### src/rtl/rur_sched_if.sv
// Bundle of the requester descriptor handshake, the RUR command port and the
// completion/status signals shared by rur_sched and its environment.
interface rur_sched_if #(
    parameter int NREQ = 4
);
    localparam int IDW = $clog2(NREQ);

    logic [NREQ-1:0]     req_vld;
    logic [NREQ-1:0]     req_rdy;
    logic [NREQ*100-1:0] req_cmd;
    logic                cru_hold;
    logic [96:0]         cru_rur;
    logic                busy;
    logic                done_vld;
    logic [IDW-1:0]      done_id;

    modport slave (
        input  req_vld, req_cmd, cru_hold,
        output req_rdy, cru_rur, busy, done_vld, done_id
    );

    modport master (
        output req_vld, req_cmd, cru_hold,
        input  req_rdy, cru_rur, busy, done_vld, done_id
    );
endinterface

### src/rtl/rur_sched.sv
// Round-robin scheduler: grants one requester's burst descriptor at a time and
// expands it into consecutive cru_rur beats, then pulses done with the owner.
module rur_sched #(
    parameter int NREQ = 4
) (
    input  logic        clk,
    input  logic        rst_n,
    rur_sched_if.slave  bus
);
    localparam int IDW = $clog2(NREQ);

    typedef enum logic [1:0] {
        ST_IDLE  = 2'd0,
        ST_ISSUE = 2'd1,
        ST_DRAIN = 2'd2
    } state_t;

    state_t          r_state;
    state_t          w_state_nxt;
    logic [IDW-1:0]  r_rr_ptr;
    logic [IDW-1:0]  r_owner;
    logic [7:0]      r_addr_cur;
    logic [3:0]      r_remain;
    logic [4:0]      r_smc_id;
    logic [2:0]      r_ur_id;
    logic [79:0]     r_lanes;
    logic [96:0]     r_cru_rur;
    logic            r_done_vld;
    logic [IDW-1:0]  r_done_id;

    logic            w_found;
    logic [IDW-1:0]  w_grant;
    logic [IDW-1:0]  w_idx;
    logic [NREQ-1:0] w_req_rdy;
    logic            w_hs;
    logic [99:0]     w_cmd;

    // Round-robin search starting at r_rr_ptr, wrapping modulo NREQ.
    always_comb begin
        w_found = 1'b0;
        w_grant = '0;
        w_idx   = '0;
        for (int k = 0; k < NREQ; k++) begin
            w_idx = IDW'((int'(r_rr_ptr) + k) % NREQ);
            if (!w_found && bus.req_vld[w_idx]) begin
                w_found = 1'b1;
                w_grant = w_idx;
            end else begin
                w_found = w_found;
            end
        end
    end

    assign w_cmd = 100'(bus.req_cmd >> (int'(w_grant) * 100));

    // FSM state register.
    always_ff @(posedge clk or negedge rst_n) begin
        if (!rst_n) begin
            r_state <= ST_IDLE;
        end else begin
            r_state <= w_state_nxt;
        end
    end

    // FSM next-state, grant and handshake decode.
    always_comb begin
        w_state_nxt = r_state;
        w_req_rdy   = '0;
        w_hs        = 1'b0;
        case (r_state)
            ST_IDLE: begin
                if (w_found) begin
                    w_req_rdy[w_grant] = 1'b1;
                    w_hs               = 1'b1;
                    w_state_nxt        = ST_ISSUE;
                end else begin
                    w_state_nxt = ST_IDLE;
                end
            end
            ST_ISSUE: begin
                if (!bus.cru_hold && (r_remain == 4'd0)) begin
                    w_state_nxt = ST_DRAIN;
                end else begin
                    w_state_nxt = ST_ISSUE;
                end
            end
            ST_DRAIN: begin
                w_state_nxt = ST_IDLE;
            end
            default: begin
                w_state_nxt = ST_IDLE;
            end
        endcase
    end

    // Descriptor latch, beat generation and completion pulse.
    always_ff @(posedge clk or negedge rst_n) begin
        if (!rst_n) begin
            r_rr_ptr   <= '0;
            r_owner    <= '0;
            r_addr_cur <= 8'd0;
            r_remain   <= 4'd0;
            r_smc_id   <= 5'd0;
            r_ur_id    <= 3'd0;
            r_lanes    <= 80'd0;
            r_cru_rur  <= 97'd0;
            r_done_vld <= 1'b0;
            r_done_id  <= '0;
        end else begin
            case (r_state)
                ST_IDLE: begin
                    r_cru_rur  <= 97'd0;
                    r_done_vld <= 1'b0;
                    if (w_hs) begin
                        r_owner    <= w_grant;
                        r_smc_id   <= w_cmd[99:95];
                        r_ur_id    <= w_cmd[94:92];
                        r_addr_cur <= w_cmd[91:84];
                        r_remain   <= w_cmd[83:80];
                        r_lanes    <= w_cmd[79:0];
                        r_rr_ptr   <= (w_grant == IDW'(NREQ - 1)) ? '0 : w_grant + IDW'(1);
                    end else begin
                        r_rr_ptr <= r_rr_ptr;
                    end
                end
                ST_ISSUE: begin
                    r_done_vld <= 1'b0;
                    if (!bus.cru_hold) begin
                        r_cru_rur  <= {1'b1, r_smc_id, r_ur_id, r_addr_cur, r_lanes};
                        r_addr_cur <= r_addr_cur + 8'd1;
                        r_remain   <= r_remain - 4'd1;
                    end else begin
                        r_cru_rur <= 97'd0;
                    end
                end
                ST_DRAIN: begin
                    r_cru_rur  <= 97'd0;
                    r_done_vld <= 1'b1;
                    r_done_id  <= r_owner;
                end
                default: begin
                    r_cru_rur  <= 97'd0;
                    r_done_vld <= 1'b0;
                end
            endcase
        end
    end

    assign bus.req_rdy  = w_req_rdy;
    assign bus.cru_rur  = r_cru_rur;
    assign bus.busy     = (r_state != ST_IDLE);
    assign bus.done_vld = r_done_vld;
    assign bus.done_id  = r_done_id;
endmodule

### src/flat_wrapper.sv
// flat-port wrapper written by rule: the top's interface ports become plain ports
module rur_sched_flat 
#(
    parameter int NREQ = 4
)
  (clk, rst_n, bus_req_vld, bus_req_cmd, bus_cru_hold, bus_req_rdy, bus_cru_rur, bus_busy, bus_done_vld, bus_done_id);
  rur_sched_if #(.NREQ(NREQ)) bus_i ();
  input  logic clk;
  input  logic rst_n;
  input wire logic [$bits(bus_i.req_vld)-1:0] bus_req_vld;
  input wire logic [$bits(bus_i.req_cmd)-1:0] bus_req_cmd;
  input wire logic [$bits(bus_i.cru_hold)-1:0] bus_cru_hold;
  output wire logic [$bits(bus_i.req_rdy)-1:0] bus_req_rdy;
  output wire logic [$bits(bus_i.cru_rur)-1:0] bus_cru_rur;
  output wire logic [$bits(bus_i.busy)-1:0] bus_busy;
  output wire logic [$bits(bus_i.done_vld)-1:0] bus_done_vld;
  output wire logic [$bits(bus_i.done_id)-1:0] bus_done_id;
  assign bus_i.req_vld = bus_req_vld;
  assign bus_i.req_cmd = bus_req_cmd;
  assign bus_i.cru_hold = bus_cru_hold;
  assign bus_req_rdy = bus_i.req_rdy;
  assign bus_cru_rur = bus_i.cru_rur;
  assign bus_busy = bus_i.busy;
  assign bus_done_vld = bus_i.done_vld;
  assign bus_done_id = bus_i.done_id;
  rur_sched #(.NREQ(NREQ)) u_core (.clk(clk), .rst_n(rst_n), .bus(bus_i));
endmodule
### config.mk
export PLATFORM = sky130hd
export DESIGN_NAME = rur_sched_flat
export DESIGN_NICKNAME = d
export VERILOG_FILES = /design/src/rtl/rur_sched_if.sv /design/src/rtl/rur_sched.sv /design/src/flat_wrapper.sv
export SDC_FILE = /design/constraint.sdc
export NUM_CORES = 1
export LEC_CHECK = 0
export CORE_AREA = 2 2 198 200
export CTS_BUF_LIST = sky130_fd_sc_hd__clkbuf_4
export DETAILED_ROUTE_END_ITERATION = 7
export DIE_AREA = 0 0 200 202
export PLACE_DENSITY = 0.62
export SLEW_MARGIN = 20
export SYNTH_ARGS = -nofsm -noshare
export SYNTH_HDL_FRONTEND = slang
export SYNTH_SLANG_ARGS = --single-unit
### constraint.sdc
create_clock -name clk -period 3.45 [get_ports clk]
set_input_delay 1.035 -clock clk [delete_from_list [all_inputs] [get_ports clk]]
set_output_delay 1.035 -clock clk [all_outputs]
set_load 0.02 [all_outputs]
==> flow_summary.json <==
{
  "grt_overflow": 0,
  "drc": 0,
  "avgViaCountPerCell": 4.92,
  "htreeDepth": 2,
  "status": "complete, no violations",
  "fin_crit_ns": 3.29,
  "cts.sinks": 206,
  "power_mw": 11.4,
  "ys_seq_elements": 206,
  "final_common_cell": "clkdlybuf4s50_1",
  "async_flop_share_pct": 100,
  "grt_max_degree": 115,
  "grt_pass1_wl_um": 60200,
  "final_hold_viol_count": 0,
  "core_area_sq_um": 38300,
  "yosysTopAreaCell": "dfrtp_1",
  "grt_pass1_vias": 10904,
  "worst_pin_slew_ns": 1.00,
  "clkSlewWorstSetupHoldPaths_ns": 0.06,
  "crit_type": "in2out",
  "pwr_density_cell_nw_per_um2": 676,
  "crit_path_start_kind": "primary input",
  "cp_max_fo": 4,
  "holdWs_ns": 0.323,
  "root_buffer": "clkbuf_4",
  "vias": 10483,
  "fill_cells": 3788,
  "clock_path_buffers": 3,
  "drt_iter0_drc": 389,
  "most-common-layout-cells": "502 x clkdlybuf4s50_1, 205 x dfrtp_1, 194 x nand2_1",
  "synth_edf_count": 0,
  "cp-end-kind": "primary output",
  "fin_crit_sh_pct": 95.4,
  "syn_nets": 1469,
  "power_leakage_nw": 7.62,
  "synthCells": 1058,
  "drive_gt1_share_pct": 10.3,
  "ys_seq_area_share_pct": 49.2,
  "area_growth_pct": 61.3,
  "fmax_mhz": 304,
  "rows": 72,
  "die_h_um": 202,
  "hold_path.class": "in2async",
  "ys_types": 42,
  "finalMaxSlewViolations": 0,
  "final_antenna_net_count": 0,
  "io_pins": 512,
  "synth_warnings": 0,
  "grt_use_total_pct": 19.4,
  "numCtsBuffers": 57,
  "clock_latency_ns": 0.70,
  "slew-limit-headroom_pct": 33.2,
  "max-cap-violations": 0,
  "drt_first_pass_iters": 5,
  "wl_um": 40900,
  "numPortBuffers": 511,
  "r2r_setup_slack_ns": 0.48,
  "netlist_top_cells_area": "dfrtp_1 49%, a311oi_1 7.4%, nand2_1 6.9%",
  "fin_worst_skew_ns": 0.0203,
  "antenna_found_initial": 7,
  "ir_drop_mv": 0.433,
  "rsz0062_at_grt": "yes",
  "place_hpwl_um": 28200,
  "nNetsFinal": 1979,
  "netlist_area_sq_um": 10500,
  "die_area_sq_um": 40400,
  "crit_arrival_ns": 2.26,
  "tritoncts": "done",
  "synth.avg_cell_area_sq_um": 9.91,
  "start_util_pct": 27.4,
  "gp_congestion": 0.863,
  "wl_per_cell_um": 19.2,
  "setup_viol": 0,
  "worstPathRequired_ns": 2.41,
  "die_w_um": 200,
  "synth_flop_cell": "dfrtp_1",
  "synth_top_area_share_pct": 49.2
}
[path summary, 6_finish.rpt]
kind                                         start                      to  cells after the start
worst max-delay path                bus_req_vld[1]          bus_req_rdy[3]                      9
worst min-delay path                         rst_n  u_core.bus.cru_rur[56]                      1
worst max register to register  u_core.r_rr_ptr[1]      u_core.r_smc_id[3]                      8
worst min register to register   u_core.r_ur_id[1]  u_core.bus.cru_rur[89]                      1
max in group asynchronous                    rst_n  u_core.bus.cru_rur[20]                      2
min in group clk                 u_core.r_ur_id[1]  u_core.bus.cru_rur[89]                      1
[cell families after synthesis]
family / count (synthesis) / share of synthesized area, %
AND/OR/NAND/NOR: 420 / 20.1
flip-flops: 206 / 49.2
adder cells (fa/ha/maj): 4 / 0.478
multiplexers: 16 / 2.67
AO/OA/AOI/OAI: 301 / 22.5
buffers and inverters: 111 / 5.00
[area by class of cell]
type	count	area (sq um)	share of cell area [%]
clock buffers	83	623	3.69
multi-input cells	741	4850	28.7
inverters	5	21.3	0.126
flip-flops and latches	206	5160	30.5
clock inverters	15	83.8	0.496
repair buffers	557	5500	32.6
diodes	5	12.5	0.0740
well taps	518	648	3.83
[registers in the layout, indices dropped and copies added (netlist names)]
| name | flops |
|---|---|
| u_core.r_remain | 4 |
| u_core.r_lanes | 80 |
| u_core.r_ur_id | 3 |
| u_core.bus.done_id | 2 |
| u_core.r_owner | 2 |
| u_core.r_addr_cur | 8 |
| u_core.bus.done_vld | 1 |
| u_core.r_rr_ptr | 2 |
| u_core.bus.cru_rur | 97 |
| u_core.r_smc_id | 5 |
| u_core.r_state | 2 |
[worst max-delay path: stages]
cell and delay [ns]:
dlygate4sd2_1 0.25, buf_4 0.14, nand3b_1 0.09, o221a_4 0.23
nand2_8 0.07, inv_4 0.09, ha_4 0.13, and2_4 0.12
buf_6 0.10
[Yosys cell counts (2+ instances only)]
cell type	instances
a21oi_1	8
and2_1	98
dfrtp_1	206
buf_6	10
nor2b_1	3
nand2_1	194
a221o_1	6
nand3_1	4
and3_1	91
ha_1	4
mux4_2	9
o21ai_0	10
o211ai_1	2
nand3b_1	2
buf_2	23
a211oi_1	90
a311oi_1	88
nor2_1	13
or2_2	2
clkbuf_1	71
a32oi_1	2
inv_1	4
a21o_1	88
mux2_2	6
nor3_1	5
nand2b_1	2
nor4_1	2
[where the power goes]
part / internal (mW) / switching (mW) / total, mW / leakage, nW
Clock: 1.16 / 1.01 / 2.17 / 0.420
Combinational: 2.50 / 2.95 / 5.45 / 4.58
Sequential: 3.37 / 0.434 / 3.81 / 2.62
Total: 7.03 / 4.39 / 11.4 / 7.62
[layer usage]
| layer | GRT usage, % | up-vias | routed length (um) | part of all wire [%] |
|---|---|---|---|---|
| li1 | - | 4900 | - | - |
| met1 | 21.3 | 4999 | 15500 | 38 |
| met2 | 33.5 | 476 | 19800 | 48 |
| met3 | 5.74 | 106 | 3700 | 9.1 |
| met4 | 10.4 | 2 | 1860 | 4.6 |
| met5 | 0 | - | 13 | 0.032 |
[metrics by stage]
| step | std cells | cell area [sq um] | setup WS (ns) | utilization (%) | TNS (ns) |
|---|---|---|---|---|---|
| final | 2130 | 16900 | 0.158 | 44.2 | 0 |
| after global routing | 2130 | 16900 | -0.0293 | 44.2 | -0.0548 |
| after CTS | 2122 | 16900 | 0.00157 | 44.0 | 0 |
| after detailed placement | 2021 | 16100 | -0.807 | 42.2 | -44.51 |
| after global placement | 2021 | 16100 | -0.732 | 42.2 | -36.01 |
| after floorplan | 1058 | 10500 | 0.0305 | - | 0 |
[repair_timing]
action                                  4_1_cts  5_1_grt
endpoints found under the setup margin        4        4
resized for setup                            28        7
hold buffers                                  0        0
setup buffers                                 3        4
pin swaps                                     3        2
Note: power is estimated with default switching activity, not from simulation.
